[src/rtl/fetch_pkg.sv]
// +----------------------------------------------------------------------------+
// | fetch_pkg                                                                  |
// | Shared bus widths, reset PC, fetch exception cause and queue entry type.   |
// | Revision: 1.0                                                              |
// +----------------------------------------------------------------------------+
`default_nettype none

package fetch_pkg;

    localparam int c_ADDR_BUS = 32;
    localparam int c_DATA_BUS = 32;

    localparam logic [c_ADDR_BUS-1:0] c_INIT_PC = 32'hBFC0_0000;

    // Cause code reported for an instruction-address-misaligned fetch.
    localparam logic [3:0] c_EXC_INST_MISALIGNED = 4'd0;

    typedef struct packed {
        logic [c_ADDR_BUS-1:0] pc;
        logic [c_DATA_BUS-1:0] inst;
        logic                  exc;
        logic                  filled;
    } fetch_entry_t;

    function automatic logic pc_misaligned(input logic [c_ADDR_BUS-1:0] pc);
        return pc[1:0] != 2'b00;
    endfunction

endpackage

`default_nettype wire

[src/rtl/fetch_if.sv]
// +----------------------------------------------------------------------------+
// | fetch_if                                                                   |
// | PC feedback, instruction-memory and decode-side handshake of fetch.        |
// | Revision: 1.0                                                              |
// +----------------------------------------------------------------------------+
`default_nettype none

interface fetch_if;
    import fetch_pkg::*;

    logic [c_ADDR_BUS-1:0] pc;
    logic [c_ADDR_BUS-1:0] next_pc;
    logic                  redirect;
    logic [c_ADDR_BUS-1:0] redirect_pc;
    logic                  rom_en;
    logic [c_ADDR_BUS-1:0] rom_addr;
    logic                  rom_ready;
    logic                  rom_rvalid;
    logic [c_DATA_BUS-1:0] rom_rdata;
    logic                  out_valid;
    logic                  out_ready;
    logic [c_ADDR_BUS-1:0] out_pc;
    logic [c_DATA_BUS-1:0] out_inst;
    logic                  out_exc;

    modport master (
        input  pc, redirect, redirect_pc, rom_ready, rom_rvalid, rom_rdata, out_ready,
        output next_pc, rom_en, rom_addr, out_valid, out_pc, out_inst, out_exc
    );

    modport slave (
        output pc, redirect, redirect_pc, rom_ready, rom_rvalid, rom_rdata, out_ready,
        input  next_pc, rom_en, rom_addr, out_valid, out_pc, out_inst, out_exc
    );

endinterface

`default_nettype wire

[src/rtl/fetch_queue.sv]
// +----------------------------------------------------------------------------+
// | fetch_queue                                                                |
// | In-order circular buffer of fetched words with allocate/fill/pop/flush.    |
// | Revision: 1.0                                                              |
// +----------------------------------------------------------------------------+
`default_nettype none

module fetch_queue
    import fetch_pkg::*;
#(
    parameter int DEPTH = 4
) (
    input  wire logic                         clk,
    input  wire logic                         rst,
    input  wire logic                         i_flush,
    input  wire logic                         i_alloc,
    input  wire logic [c_ADDR_BUS-1:0]        i_alloc_pc,
    input  wire logic                         i_alloc_exc,
    input  wire logic                         i_fill,
    input  wire logic [c_DATA_BUS-1:0]        i_fill_data,
    input  wire logic                         i_pop,
    output logic      [$clog2(DEPTH):0]       o_count,
    output fetch_entry_t                      o_head
);

    localparam int c_PW = $clog2(DEPTH);
    localparam int c_CW = c_PW + 1;

    fetch_entry_t       r_q [DEPTH];
    logic [c_PW-1:0]    r_head;
    logic [c_PW-1:0]    r_tail;
    logic [c_PW-1:0]    r_fill;
    logic [c_CW-1:0]    r_count;

    // r_fill tracks the oldest entry still waiting for its memory word; words
    // return in request order so it only ever advances.
    always_ff @(posedge clk) begin
        if (!rst || i_flush) begin
            r_head  <= '0;
            r_tail  <= '0;
            r_fill  <= '0;
            r_count <= '0;
            for (int i = 0; i < DEPTH; i++) begin
                r_q[i].filled <= 1'b0;
            end
        end else begin
            if (i_alloc) begin
                r_q[r_tail].pc     <= i_alloc_pc;
                r_q[r_tail].inst   <= '0;
                r_q[r_tail].exc    <= i_alloc_exc;
                r_q[r_tail].filled <= i_alloc_exc;
                r_tail             <= r_tail + c_PW'(1);
            end
            if (i_fill) begin
                r_q[r_fill].inst   <= i_fill_data;
                r_q[r_fill].filled <= 1'b1;
                r_fill             <= r_fill + c_PW'(1);
            end
            if (i_pop) begin
                r_head <= r_head + c_PW'(1);
            end
            r_count <= r_count + c_CW'(i_alloc) - c_CW'(i_pop);
        end
    end

    assign o_count = r_count;
    assign o_head  = (r_count != '0) ? r_q[r_head] : '0;

endmodule

`default_nettype wire

[src/rtl/fetch.sv]
// +----------------------------------------------------------------------------+
// | fetch                                                                      |
// | Instruction fetch: issues in-order reads, queues words, computes next_pc.  |
// | Revision: 1.0                                                              |
// +----------------------------------------------------------------------------+
`default_nettype none

module fetch
    import fetch_pkg::*;
#(
    parameter int DEPTH = 4
) (
    input  wire logic clk,
    input  wire logic rst,
    fetch_if.master   bus
);

    localparam int               c_CW   = $clog2(DEPTH) + 1;
    localparam logic [c_CW-1:0]  c_FULL = c_CW'(DEPTH);

    logic [c_CW-1:0] r_outstanding;
    logic [c_CW-1:0] r_discard;
    logic            r_halt;

    logic [c_CW-1:0] w_count;
    fetch_entry_t    w_head;
    logic            w_can_alloc;
    logic            w_misaligned;
    logic            w_accept;
    logic            w_exc_alloc;
    logic            w_resp;
    logic            w_fill;
    logic            w_pop;

    assign w_misaligned = pc_misaligned(bus.pc);
    assign w_can_alloc  = rst && !bus.redirect && !r_halt
                          && (w_count < c_FULL) && (r_discard == '0);
    assign w_exc_alloc  = w_can_alloc && w_misaligned;
    assign bus.rom_en   = w_can_alloc && !w_misaligned;
    assign bus.rom_addr = bus.pc;
    assign w_accept     = bus.rom_en && bus.rom_ready;

    always_comb begin
        bus.next_pc = bus.pc;
        if (bus.redirect) begin
            bus.next_pc = bus.redirect_pc;
        end else if (w_accept) begin
            bus.next_pc = bus.pc + 32'd4;
        end
    end

    // A stray word with nothing outstanding (e.g. across reset) is ignored.
    assign w_resp = bus.rom_rvalid && (r_outstanding != '0);
    assign w_fill = w_resp && !bus.redirect && (r_discard == '0);

    assign bus.out_valid = (w_count != '0) && w_head.filled && !bus.redirect;
    assign w_pop         = bus.out_valid && bus.out_ready;
    assign bus.out_pc    = w_head.pc;
    assign bus.out_inst  = w_head.inst;
    assign bus.out_exc   = w_head.exc;

    always_ff @(posedge clk) begin
        if (!rst) begin
            r_outstanding <= '0;
            r_discard     <= '0;
            r_halt        <= 1'b0;
        end else if (bus.redirect) begin
            // Words still in flight belong to the flushed path.
            r_outstanding <= r_outstanding - c_CW'(w_resp);
            r_discard     <= r_outstanding - c_CW'(w_resp);
            r_halt        <= 1'b0;
        end else begin
            r_outstanding <= r_outstanding + c_CW'(w_accept) - c_CW'(w_resp);
            if (w_resp && (r_discard != '0)) begin
                r_discard <= r_discard - c_CW'(1);
            end
            if (w_exc_alloc) begin
                r_halt <= 1'b1;
            end
        end
    end

    fetch_queue #(
        .DEPTH (DEPTH)
    ) u_queue (
        .clk         (clk),
        .rst         (rst),
        .i_flush     (bus.redirect),
        .i_alloc     (w_accept || w_exc_alloc),
        .i_alloc_pc  (bus.pc),
        .i_alloc_exc (w_exc_alloc),
        .i_fill      (w_fill),
        .i_fill_data (bus.rom_rdata),
        .i_pop       (w_pop),
        .o_count     (w_count),
        .o_head      (w_head)
    );

endmodule

`default_nettype wire

[src/flat_wrapper.sv]
// flat-port wrapper written by rule: the top's interface ports become plain ports
module fetch_flat import fetch_pkg::*;
#(
    parameter int DEPTH = 4
)
  (clk, rst, bus_pc, bus_redirect, bus_redirect_pc, bus_rom_ready, bus_rom_rvalid, bus_rom_rdata, bus_out_ready, bus_next_pc, bus_rom_en, bus_rom_addr, bus_out_valid, bus_out_pc, bus_out_inst, bus_out_exc);
  fetch_if bus_i ();
  input  wire logic clk;
  input  wire logic rst;
  input wire logic [$bits(bus_i.pc)-1:0] bus_pc;
  input wire logic [$bits(bus_i.redirect)-1:0] bus_redirect;
  input wire logic [$bits(bus_i.redirect_pc)-1:0] bus_redirect_pc;
  input wire logic [$bits(bus_i.rom_ready)-1:0] bus_rom_ready;
  input wire logic [$bits(bus_i.rom_rvalid)-1:0] bus_rom_rvalid;
  input wire logic [$bits(bus_i.rom_rdata)-1:0] bus_rom_rdata;
  input wire logic [$bits(bus_i.out_ready)-1:0] bus_out_ready;
  output wire logic [$bits(bus_i.next_pc)-1:0] bus_next_pc;
  output wire logic [$bits(bus_i.rom_en)-1:0] bus_rom_en;
  output wire logic [$bits(bus_i.rom_addr)-1:0] bus_rom_addr;
  output wire logic [$bits(bus_i.out_valid)-1:0] bus_out_valid;
  output wire logic [$bits(bus_i.out_pc)-1:0] bus_out_pc;
  output wire logic [$bits(bus_i.out_inst)-1:0] bus_out_inst;
  output wire logic [$bits(bus_i.out_exc)-1:0] bus_out_exc;
  assign bus_i.pc = bus_pc;
  assign bus_i.redirect = bus_redirect;
  assign bus_i.redirect_pc = bus_redirect_pc;
  assign bus_i.rom_ready = bus_rom_ready;
  assign bus_i.rom_rvalid = bus_rom_rvalid;
  assign bus_i.rom_rdata = bus_rom_rdata;
  assign bus_i.out_ready = bus_out_ready;
  assign bus_next_pc = bus_i.next_pc;
  assign bus_rom_en = bus_i.rom_en;
  assign bus_rom_addr = bus_i.rom_addr;
  assign bus_out_valid = bus_i.out_valid;
  assign bus_out_pc = bus_i.out_pc;
  assign bus_out_inst = bus_i.out_inst;
  assign bus_out_exc = bus_i.out_exc;
  fetch #(.DEPTH(DEPTH)) u_core (.clk(clk), .rst(rst), .bus(bus_i));
endmodule
[config.mk]
export PLATFORM = sky130hd
export DESIGN_NAME = fetch_flat
export DESIGN_NICKNAME = d
export VERILOG_FILES = /design/src/rtl/fetch_pkg.sv /design/src/rtl/fetch_if.sv /design/src/rtl/fetch_queue.sv /design/src/rtl/fetch.sv /design/src/flat_wrapper.sv
export SDC_FILE = /design/constraint.sdc
export NUM_CORES = 1
export LEC_CHECK = 0
export ABC_AREA = 1
export CORE_MARGIN = 8
export CORE_UTILIZATION = 45
export DETAILED_ROUTE_END_ITERATION = 12
export HOLD_SLACK_MARGIN = 0.05
export PLACE_DENSITY = 0.72
export SYNTH_ARGS = -nofsm -noshare
export SYNTH_HDL_FRONTEND = slang
export SYNTH_HIERARCHICAL = 1
export SYNTH_SLANG_ARGS = --single-unit
[constraint.sdc]
create_clock -name clk -period 4.7 [get_ports clk]
set_input_delay 0.705 -clock clk [delete_from_list [all_inputs] [get_ports clk]]
set_output_delay 0.705 -clock clk [all_outputs]
set_load 0.01 [all_outputs]
==> qor.yml, run 1 <==
status: "complete, no violations"
core_area_um2: 30600
grt_max_degree: 68
netlist_area_um2: 14000
skew_ps: 10.1
cts_made_buffers: 28
r2r_end: "u_core/u_queue/o_count[1]"
root_buffer: "clkbuf_16"
period_share: 0.830
clk_pin_slew_ps: 60
syn_to_final_growth_pct: 23.4
slew_violations: 0
num_antenna_cells: 0
rsz0062_at_grt: "false"
p_per_area_nw_per_um2: 325
hold_violations: 0
grtUsageTotal: 0.193
rrSetupSlack_ps: 1670
drt_iter0_drc: 846
ff2ff_path_depth: 12
tightest_slew_ps: 1010
die_w_um: 192
max_stage_delay_ps: 570
place_area_um2: 16300
rows: 64
synth_fp_nets: 1644
drc: 0
ctsHoldBuffers: 0
cts_num_sinks: 282
grt_overflow_total: 0
synthMostInstantiatedCell: "nor2_1"
max-slew-margin-rel: 0.325
synth-edff-count: 260
min_path_type: "reg2reg"
finalCriticalPeriod_ps: 3900
preCtsSetupSlack_ps: 818
hold_start: "u_core/u_queue/r_head[1]"
cts_tree: "done"
cts_resized: 0
yosysTopAreaCell: "edfxtp_1"
cp_max_fo: 5
synthTopCellsByArea: "edfxtp_1, nor2_1, o21ai_0"
grt_pass1_wl_um: 57000
dieArea_um2: 37000
start_util: 0.457
swShare: 0.225
wirelength_um: 36700
postLayoutSetupSlackWorst_ps: 801
max_freq_mhz: 256
ys_warn_count: 6
drt-vias-per-instance: 5.19
synth_top_area_share: 0.558
cts_buffer_depth: 3
internal-power_mw: 4.35
routabilityCongestion: 0.846
crit_chain: "clkdlybuf4s50_1 > ha_1 > nand2_1 > nor2_2 > nand3_1 > inv_1 > nand3_1 > nand2_1 > nand3_1 > nand2_1 > clkdlybuf4s50_1"
crit_arrival_ps: 3190
io_pins: 233
critPathLaunchType: "input port"
yosysUniqueCellTypes: 37
die_h_um: 192
grt_pass1_vias: 10800
seq_area_frac_synth: 0.590
fill_cells: 2628
synth-seq-cells: 282
avgRoutedWirePerCell_um: 17.3
async_reset_ff_frac: 0
htreeDepth: 1
comb_power_share: 0.106
p_leak_nw: 7.06
switchingPower_mw: 1.26
antenna_found_initial: 0
dr_total_vias: 11000
drive_above_1_share: 0.0591
p_seq_frac: 0.493
drtAntennaViolNets: 0
timing.max_cap.violations: 0
fin_area_um2: 17300
min_path_cells: 1
syn_area_per_cell_um2: 9.16
ys.flop_type: "edfxtp_1"
cts_setup_buffers: 0
dp_hpwl_um: 23700
worstPathRequired_ps: 3990
fin_nets: 1821
dr.pass1.iters: 6
worstSkewPairLatency_ps: 530
synthTopCellsByCount: "nor2_1, edfxtp_1, nand2_1"
port_buffers: 232
synthCells: 1527
crit_path_end_kind: "primary output"
path_class: "in2out"
finalSetupViolCount: 0
setup_tns_ps: 0
irDropWorstVdd_mv: 0.245
p_clk_frac: 0.401
cp_slowest_cell: "clkdlybuf4s50_1"
-- metrics by stage --
step	util	total power, mW	hold WS (ps)	cells
after global routing	0.564	5.81	493	2122
after detailed placement	0.533	3.42	437	2070
after global placement	0.533	3.41	424	2070
after floorplan	-	3.13	412	1527
final	0.564	5.61	457	2122
after CTS	0.564	5.65	457	2122
-- how the worst max path moves through the flow --
| stage | from | endpoint | slack [ps] | depth (start not counted) |
|---|---|---|---|---|
| after global placement | bus_pc[2] | bus_next_pc[28] | 890 | 11 |
| after CTS | bus_pc[3] | bus_next_pc[28] | 820 | 11 |
| after global routing | bus_pc[3] | bus_next_pc[28] | 630 | 11 |
| after detailed placement | bus_pc[3] | bus_next_pc[28] | 820 | 11 |
| after floorplan | bus_redirect | u_core/u_queue/r_q[1][10] | 210 | 7 |
| final | bus_pc[3] | bus_next_pc[28] | 800 | 11 |
-- layer usage --
metal	part of all wire	global-route usage	routed length (um)
met4	0.016	0.0447	583
met3	0.082	0.0334	3020
met2	0.49	0.334	18100
met5	0	0	0
met1	0.41	0.249	15000
-- registers in the layout (all words and copies together) (netlist names), named ones only --
name	count
u_core/r_halt	1
u_core/u_queue/r_head	2
u_core/r_discard	3
u_core/r_outstanding	3
u_core/u_queue/r_q	264
u_core/u_queue/r_tail	2
u_core/u_queue/r_fill	2
u_core/u_queue/o_count	3
-- layout by cell type, fill, tap and decap left out, types with 2 or more instances in the layout --
| cell | instances |
|---|---|
| clkbuf_16 | 29 |
| nand4_1 | 6 |
| nor2_8 | 2 |
| clkbuf_8 | 2 |
| clkinv_2 | 11 |
| dfxtp_1 | 20 |
| or2_2 | 3 |
| nor2_2 | 4 |
| nor2_1 | 477 |
| o21bai_1 | 5 |
| o21ai_1 | 23 |
| clkinv_1 | 2 |
| buf_4 | 24 |
| a31oi_1 | 4 |
| bufinv_16 | 3 |
| fa_1 | 2 |
| xor2_1 | 5 |
| clkbuf_1 | 2 |
| inv_2 | 2 |
| o211ai_1 | 2 |
| clkdlybuf4s50_1 | 232 |
| edfxtp_1 | 260 |
| a21oi_1 | 81 |
| nand2_4 | 4 |
| nand3_1 | 71 |
| o21ai_4 | 2 |
| nor2_4 | 5 |
| nand2_1 | 153 |
| inv_1 | 135 |
| ha_1 | 13 |
| o21ai_0 | 126 |
-- layout make-up --
type                    instances  area (um^2)  area share
clock buffers                  33          761      0.0441
clock inverters                19          184      0.0107
inverters                     139          524      0.0304
multi-input cells             997         4540       0.263
flip-flops and latches        282         8250       0.478
well taps                     396          495      0.0287
repair buffers                256         2500       0.145
-- kinds of logic after synthesis --
family          count (synthesis)  synth area share
compound gates                245            0.0898
xor+xnor                        6           0.00376
flops                         282             0.590
buf+inv                       248            0.0888
simple gates                  731             0.214
fa+ha+maj                      15            0.0145
-- worst max-delay path, delay by kind of cell --
kind	cells	cell delay, ps
buffers and inverters	3	1300
AND/OR/NAND/NOR	7	990
adder cells (fa/ha/maj)	1	210
-- power groups by stage --
stage | logic (mW) | registers, mW | clock network, mW
2_1_floorplan | 0.317 | 2.82 | 0
3_3_place_gp | 0.589 | 2.82 | 0
5_1_grt | 0.663 | 2.77 | 2.38
6_report | 0.597 | 2.77 | 2.25
3_5_place_dp | 0.597 | 2.82 | 0
4_1_cts | 0.601 | 2.77 | 2.28
Power figures use the tool's default switching activity.
==> run 2: changes to the inputs <==
==> constraint.sdc (replaced) <==
create_clock -name clk -period 3.5 [get_ports clk]
set_input_delay 0.525 -clock clk [delete_from_list [all_inputs] [get_ports clk]]
set_output_delay 0.525 -clock clk [all_outputs]
set_load 0.01 [all_outputs]
==> run 2 against run 1 <==
  * Clock power up 28%
  * Final cell count increased by 0.90%
  * Worst hold slack lost 11 ps
  * Critical path depth decreased by 1
  * Register-to-register slack worse by 960 ps
  * Wire length grew 2.6%
  * Via count grew 0.70%
  * Global-route usage rose by 0.62 points
  * First-iteration DRC count increased by 11%
  * Critical path type unchanged
  * Largest cell class unchanged
  * Highest routed layer unchanged
==> qor.yml, run 2 (synthesis gave the netlist of run 1 again) <==
regMostFlops: "u_core/u_queue/r_q"
dr_total_vias: 11100  # +0.70%
drt_iter0_drc: 935  # +11%
p_seq_frac: 0.502  # +0.009
final_common_cell: "nor2_1"
period_share: 0.966
dp_hpwl_um: 24200  # +2.5%
p_per_area_nw_per_um2: 423  # +30%
largest_reg_flops: 264  # unchanged
rows: 64  # unchanged
cts_num_sinks: 282  # unchanged
ctsHoldBuffers: 0  # unchanged
clk_pin_slew_ps: 60  # about the same
setup_tns_ps: 0  # unchanged
avgRoutedWirePerCell_um: 17.6  # +1.7%
internal-power_mw: 5.73  # +32%
fin_util: 0.572  # +0.00728
comb_power_share: 0.110  # +0.004
irDropWorstVdd_mv: 0.352  # +43%
grt_pass1_wl_um: 58700  # +3.1%
cts_tree: "done"
die_h_um: 192  # unchanged
status: "complete, no violations"
drive_above_1_share: 0.0670  # +0.00795
dieArea_um2: 37000  # unchanged
timing.max_cap.violations: 0  # unchanged
syn_to_final_growth_pct: 25.0
drt-vias-per-instance: 5.18  # -0.19%
htreeDepth: 1  # unchanged
final_cell_mix: "nor2_1, edfxtp_1, clkdlybuf4s50_1"
fin_area_um2: 17500  # +1.3%
p_leak_nw: 7.14  # +1.2%
switchingPower_mw: 1.67  # +32%
io_pins: 233  # unchanged
cp_max_fo: 6  # +1
critPathLaunchType: "input port"
start_util: 0.457  # unchanged
crit_path_end_kind: "primary output"
min_path_type: "reg2reg"
place_area_um2: 16600  # +1.6%
root_buffer: "clkbuf_16"
cts_buffer_depth: 3  # unchanged
routabilityCongestion: 0.897  # +6.0%
tightest_slew_ps: 674  # -335 ps
postLayoutSetupSlackWorst_ps: 119  # -682 ps
slew_violations: 0  # unchanged
num_antenna_cells: 0  # unchanged
die_w_um: 192  # unchanged
finalCriticalPeriod_ps: 3380
path_class: "in2out"
worstPathRequired_ps: 2970  # -1020 ps
port_buffers: 232  # unchanged
dr.pass1.iters: 5  # -1
antenna_found_initial: 0  # unchanged
grt_max_degree: 133  # +96%
cts_made_buffers: 28  # unchanged
finalSetupViolCount: 0  # unchanged
swShare: 0.226  # +0.000715
worstSkewPairLatency_ps: 540  # about the same
skew_ps: 17.7  # +7.66 ps
drc: 0  # unchanged
grt_overflow_total: 0  # unchanged
max_freq_mhz: 296
preCtsSetupSlack_ps: 41.7  # -777 ps
drtAntennaViolNets: 0  # unchanged
p_clk_frac: 0.388  # -0.013
wirelength_um: 37700  # +2.6%
grt_pass1_vias: 11300  # +4.5%
grtUsageTotal: 0.199  # +0.00619
fill_cells: 2676  # +1.8%
hold_violations: 0  # unchanged
fin_nets: 1840  # +1.0%
max-slew-margin-rel: 0.551  # +0.226
core_area_um2: 30600  # unchanged
crit_arrival_ps: 2860  # -330 ps
[run 2: cell count changes in the layout (fill, tap and decap cells not counted), sizes merged]
cell and change:
bufinv -1, clkinvlp -2, nor2 +1, buf +18, clkbuf +3
[run 2: repair_timing]
item	4_1_cts	5_1_grt
cloned	0	1
setup buffers	0	0
setup endpoints to repair	4	8
resized for setup	1	3
pin swaps	0	1
[run 2: per-stage QoR]
| step | power [mW] | hold slack [ps] | cells |
|---|---|---|---|
| after detailed placement | 4.60 | 440 | 2088 |
| after floorplan | 4.21 | 412 | 1527 |
| final | 7.40 | 446 | 2141 |
| after CTS | 7.45 | 447 | 2140 |
| after global placement | 4.58 | 422 | 2088 |
| after global routing | 7.69 | 480 | 2141 |
[run 2: final timing paths]
| check | slack [ps] | depth (start not counted) | end | start |
|---|---|---|---|---|
| hold reg to reg | 450 | 1 | flop | u_core/u_queue/r_head[1] |
| setup reg to reg | 710 | 11 | u_core/u_queue/o_count[1] | flop |
| hold / removal | 450 | 1 | flop | u_core/u_queue/r_head[1] |
| setup / recovery | 120 | 10 | bus_next_pc[27] | bus_pc[15] |
[run 2: power by group through the flow]
| stage | combinational, mW | clock [mW] | sequential (mW) |
|---|---|---|---|
| final | 0.814 | 2.87 | 3.72 |
| after global routing | 0.909 | 3.06 | 3.72 |
| after CTS | 0.817 | 2.92 | 3.72 |
| after detailed placement | 0.812 | 0 | 3.79 |
| after global placement | 0.799 | 0 | 3.79 |
| after floorplan | 0.425 | 0 | 3.78 |
[run 2: cell type report]
cell class                      count  area, um^2  area share
Multi-Input combinational cell    998        4560       0.261
Timing Repair Buffer              274        2760       0.158
Clock buffer                       36         751      0.0429
Sequential cell                   282        8260       0.472
Clock inverter                     16         139     0.00794
Inverter                          139         523      0.0299
Tap cell                          396         495      0.0283
[run 2: worst max-delay path: stages]
cell and delay, ps:
clkdlybuf4s50_1 650, nand2_1 140, nor2_2 290, nand2_1 150
nor2_1 200, nand3_1 100, nand2_1 70, nand3_1 90
nand2_1 100, clkdlybuf4s50_1 540
[run 2: routing by layer]
layer  vias to the layer above  global-route usage  wire (um)  part of all wire
met5                         -                   0          0                 0
met4                         0              0.0743       1150             0.030
met3                        65              0.0342       2790             0.074
met2                       431               0.342      18200              0.48
met1                      5213               0.248      15600              0.41
li1                       5389                   -          -                 -
==> run 3: changes to the inputs <==
--- a/config.mk
+++ b/config.mk
@@ -5,7 +5,6 @@
 export SDC_FILE = /design/constraint.sdc
 export NUM_CORES = 1
 export LEC_CHECK = 0
-export ABC_AREA = 1
 export CORE_MARGIN = 8
 export CORE_UTILIZATION = 45
 export DETAILED_ROUTE_END_ITERATION = 12
==> run 3 against run 2 <==
  * Register-to-register slack better by 20 ps
  * Clock-buffer cell count up 2
  * Clock skew down 4.6 ps
  * Die area down 2.5%
  * Largest cell class unchanged
  * Sequential share of layout area down 0.89 points
  * Highest routed layer is now met5
  * Synthesized area down 2.7%
  * Largest power group unchanged
  * First-iteration DRC count down 26%
  * Cell area up 1.9%
  * Clock power up 7.7%
  * Global-route usage down 0.66 points
  * Worst hold slack better by 59 ps
  * Critical endpoint is now bus_next_pc[14]
==> qor.yml, run 3 <==
status: "complete, no violations"
grt_pass1_vias: 9375  # -17%
port_buffers: 232  # unchanged
crit_arrival_ps: 2880  # +20 ps
drt_iter0_drc: 690  # -26%
synth_fp_nets: 1089  # -34%
async_reset_ff_frac: 0  # unchanged
place_area_um2: 16800  # +1.2%
critPathLaunchType: "input port"
drt-vias-per-instance: 5.48  # +5.7%
syn_to_final_growth_pct: 31.0
synth_top_area_share: 0.574  # +0.0157
ff2ff_path_depth: 11  # unchanged
seq_area_frac_synth: 0.606  # +0.0165
regMostFlops: "u_core/u_queue/r_q"
core_area_um2: 29700  # -2.9%
dr.pass1.iters: 7  # +2
htreeDepth: 1  # unchanged
die_h_um: 190  # -1.3%
min_path_type: "reg2reg"
irDropWorstVdd_mv: 0.432  # +23%
path_class: "in2out"
worstPathRequired_ps: 2970  # about the same
final_common_cell: "edfxtp_1"
synthCells: 972  # -36%
tightest_slew_ps: 554  # -119 ps
root_buffer: "clkbuf_16"
clk_pin_slew_ps: 60  # about the same
avgRoutedWirePerCell_um: 21.7  # +23%
synthTopCellsByCount: "edfxtp_1, and2_1, nor2b_1"
p_per_area_nw_per_um2: 442  # +4.4%
die_w_um: 190  # -1.3%
ctsHoldBuffers: 0  # unchanged
synthMostInstantiatedCell: "edfxtp_1"
final_cell_mix: "edfxtp_1, clkdlybuf4s50_1, and2_1"
p_leak_nw: 5.81  # -19%
worstSkewPairLatency_ps: 540  # about the same
max_freq_mhz: 294  # -0.68%
setup_tns_ps: 0  # unchanged
rsz0062_at_grt: "false"
skew_ps: 13.1  # -4.58 ps
synthTopCellsByArea: "edfxtp_1, mux4_2, and2_1"
grt_max_degree: 66  # -50%
grt_pass1_wl_um: 54100  # -7.9%
cts_made_buffers: 29  # +3.6%
dp_hpwl_um: 23800  # -1.9%
rows: 63  # -1.6%
fin_nets: 1353  # -26%
cts_tree: "done"
dieArea_um2: 36100  # -2.5%
largest_reg_flops: 264  # unchanged
max-slew-margin-rel: 0.631  # +0.0796
finalCriticalPeriod_ps: 3400  # +23.1 ps
grtUsageTotal: 0.192  # -0.00658
ff_latch_area_um2: 8260  # unchanged
hold_violations: 0  # unchanged
syn_area_per_cell_um2: 14.0  # +53%
yosysTopAreaCell: "edfxtp_1"
timing.max_cap.violations: 0  # unchanged
fin_area_um2: 17800  # +1.9%
cts_buffer_depth: 3  # unchanged
antenna_found_initial: 4  # +4
synth-edff-count: 260  # unchanged
start_util: 0.458  # +0.000578
cts_num_sinks: 282  # unchanged
drive_above_1_share: 0.182  # +0.115
ys_warn_count: 6  # unchanged
dr_total_vias: 9041  # -19%
wirelength_um: 35800  # -5.0%
slew_violations: 0  # unchanged
drc: 0  # unchanged
crit_path_end_kind: "primary output"
multi_input_area_um2: 4880  # +7.0%
fill_cells: 2283  # -15%
routabilityCongestion: 0.882  # -1.7%
netlist_area_um2: 13600  # -2.7%
ys.flop_type: "edfxtp_1"
period_share: 0.972  # +0.00660
yosysUniqueCellTypes: 49  # +32%
synth-seq-cells: 282  # unchanged
grt_overflow_total: 0  # unchanged
min_path_cells: 2  # +1
drtAntennaViolNets: 0  # unchanged
cp_max_fo: 6  # unchanged
finalSetupViolCount: 0  # unchanged
io_pins: 233  # unchanged
## run 3: cell count changes in the layout (fill, tap and decap cells not counted), sizes merged, moves of 75 or more
cell | before | now
nor2 | 489 | 36
and2 | 1 | 136
nand2 | 158 | 28
o21ai | 151 | 23
inv | 139 | 17
a21oi | 81 | 6
## run 3: area by class of cell
class | count | area share
sequential | 282 | 0.463
tap | 390 | 0.0274
timing repair buffer | 324 | 0.177
clock buffer | 38 | 0.0460
multi-input combinational | 582 | 0.274
clock inverter | 16 | 0.00850
inverter | 17 | 0.00358
antenna | 1 | 0.000140
## run 3: power breakdown
group / total [mW] / switching (mW) / internal [mW]
Sequential: 3.76 / 0.0362 / 3.73
Clock: 3.09 / 1.23 / 1.86
Combinational: 1.02 / 0.501 / 0.519
## run 3: logic make-up (layout without fill, tap and decap cells)
kind of cell / Yosys count / in the layout / synth area share
simple gates: 400 / 400 / 0.175
flops: 282 / 282 / 0.606
buf+inv: 108 / 395 / 0.0428
compound gates: 81 / 81 / 0.0378
mux: 72 / 72 / 0.114
fa+ha+maj: 15 / 15 / 0.0149
xor+xnor: 14 / 14 / 0.00901
other cells: 0 / 1 / 0
## run 3: through the flow
step,power [mW],setup WS [ps],util,hold slack (ps),instances
2_1_floorplan,4.32,-1.96,-,460,972
3_3_place_gp,4.84,-141,0.564,481,1590
3_5_place_dp,4.86,-232,0.564,494,1590
4_1_cts,7.94,2.68,0.598,502,1648
5_1_grt,8.17,29.1,0.600,549,1650
6_report,7.87,96.3,0.600,505,1650
## run 3: worst paths after layout
path / startpoint / slack [ps] / endpoint
max: bus_pc[0] / 100 / bus_next_pc[14]
min: u_core/u_queue/r_q[1][0] / 510 / u_core/u_queue/r_q[1][0]
max reg2reg: flop / 730 / u_core/u_queue/o_count[2]
min reg2reg: u_core/u_queue/r_q[1][0] / 510 / u_core/u_queue/r_q[1][0]
## run 3: worst max-delay path, cell delays in order
cell and delay (ps):
clkdlybuf4s50_1 460, nor4bb_4 330, buf_4 180, nand3_2 110
buf_4 180, or3_1 340, a31oi_1 180, clkdlybuf4s50_1 560
## run 3: timing repair
item / 4_1_cts / 5_1_grt
setup endpoints to repair: 22 / 11
setup buffers: 4 / 1
resized for setup: 21 / 12
pin swaps: 3 / 2
## run 3: layer usage
layer / global-route usage / part of all wire
met5: 0 / 0.00036
met4: 0.0514 / 0.019
met3: 0.0357 / 0.060
met2: 0.329 / 0.50
met1: 0.249 / 0.42
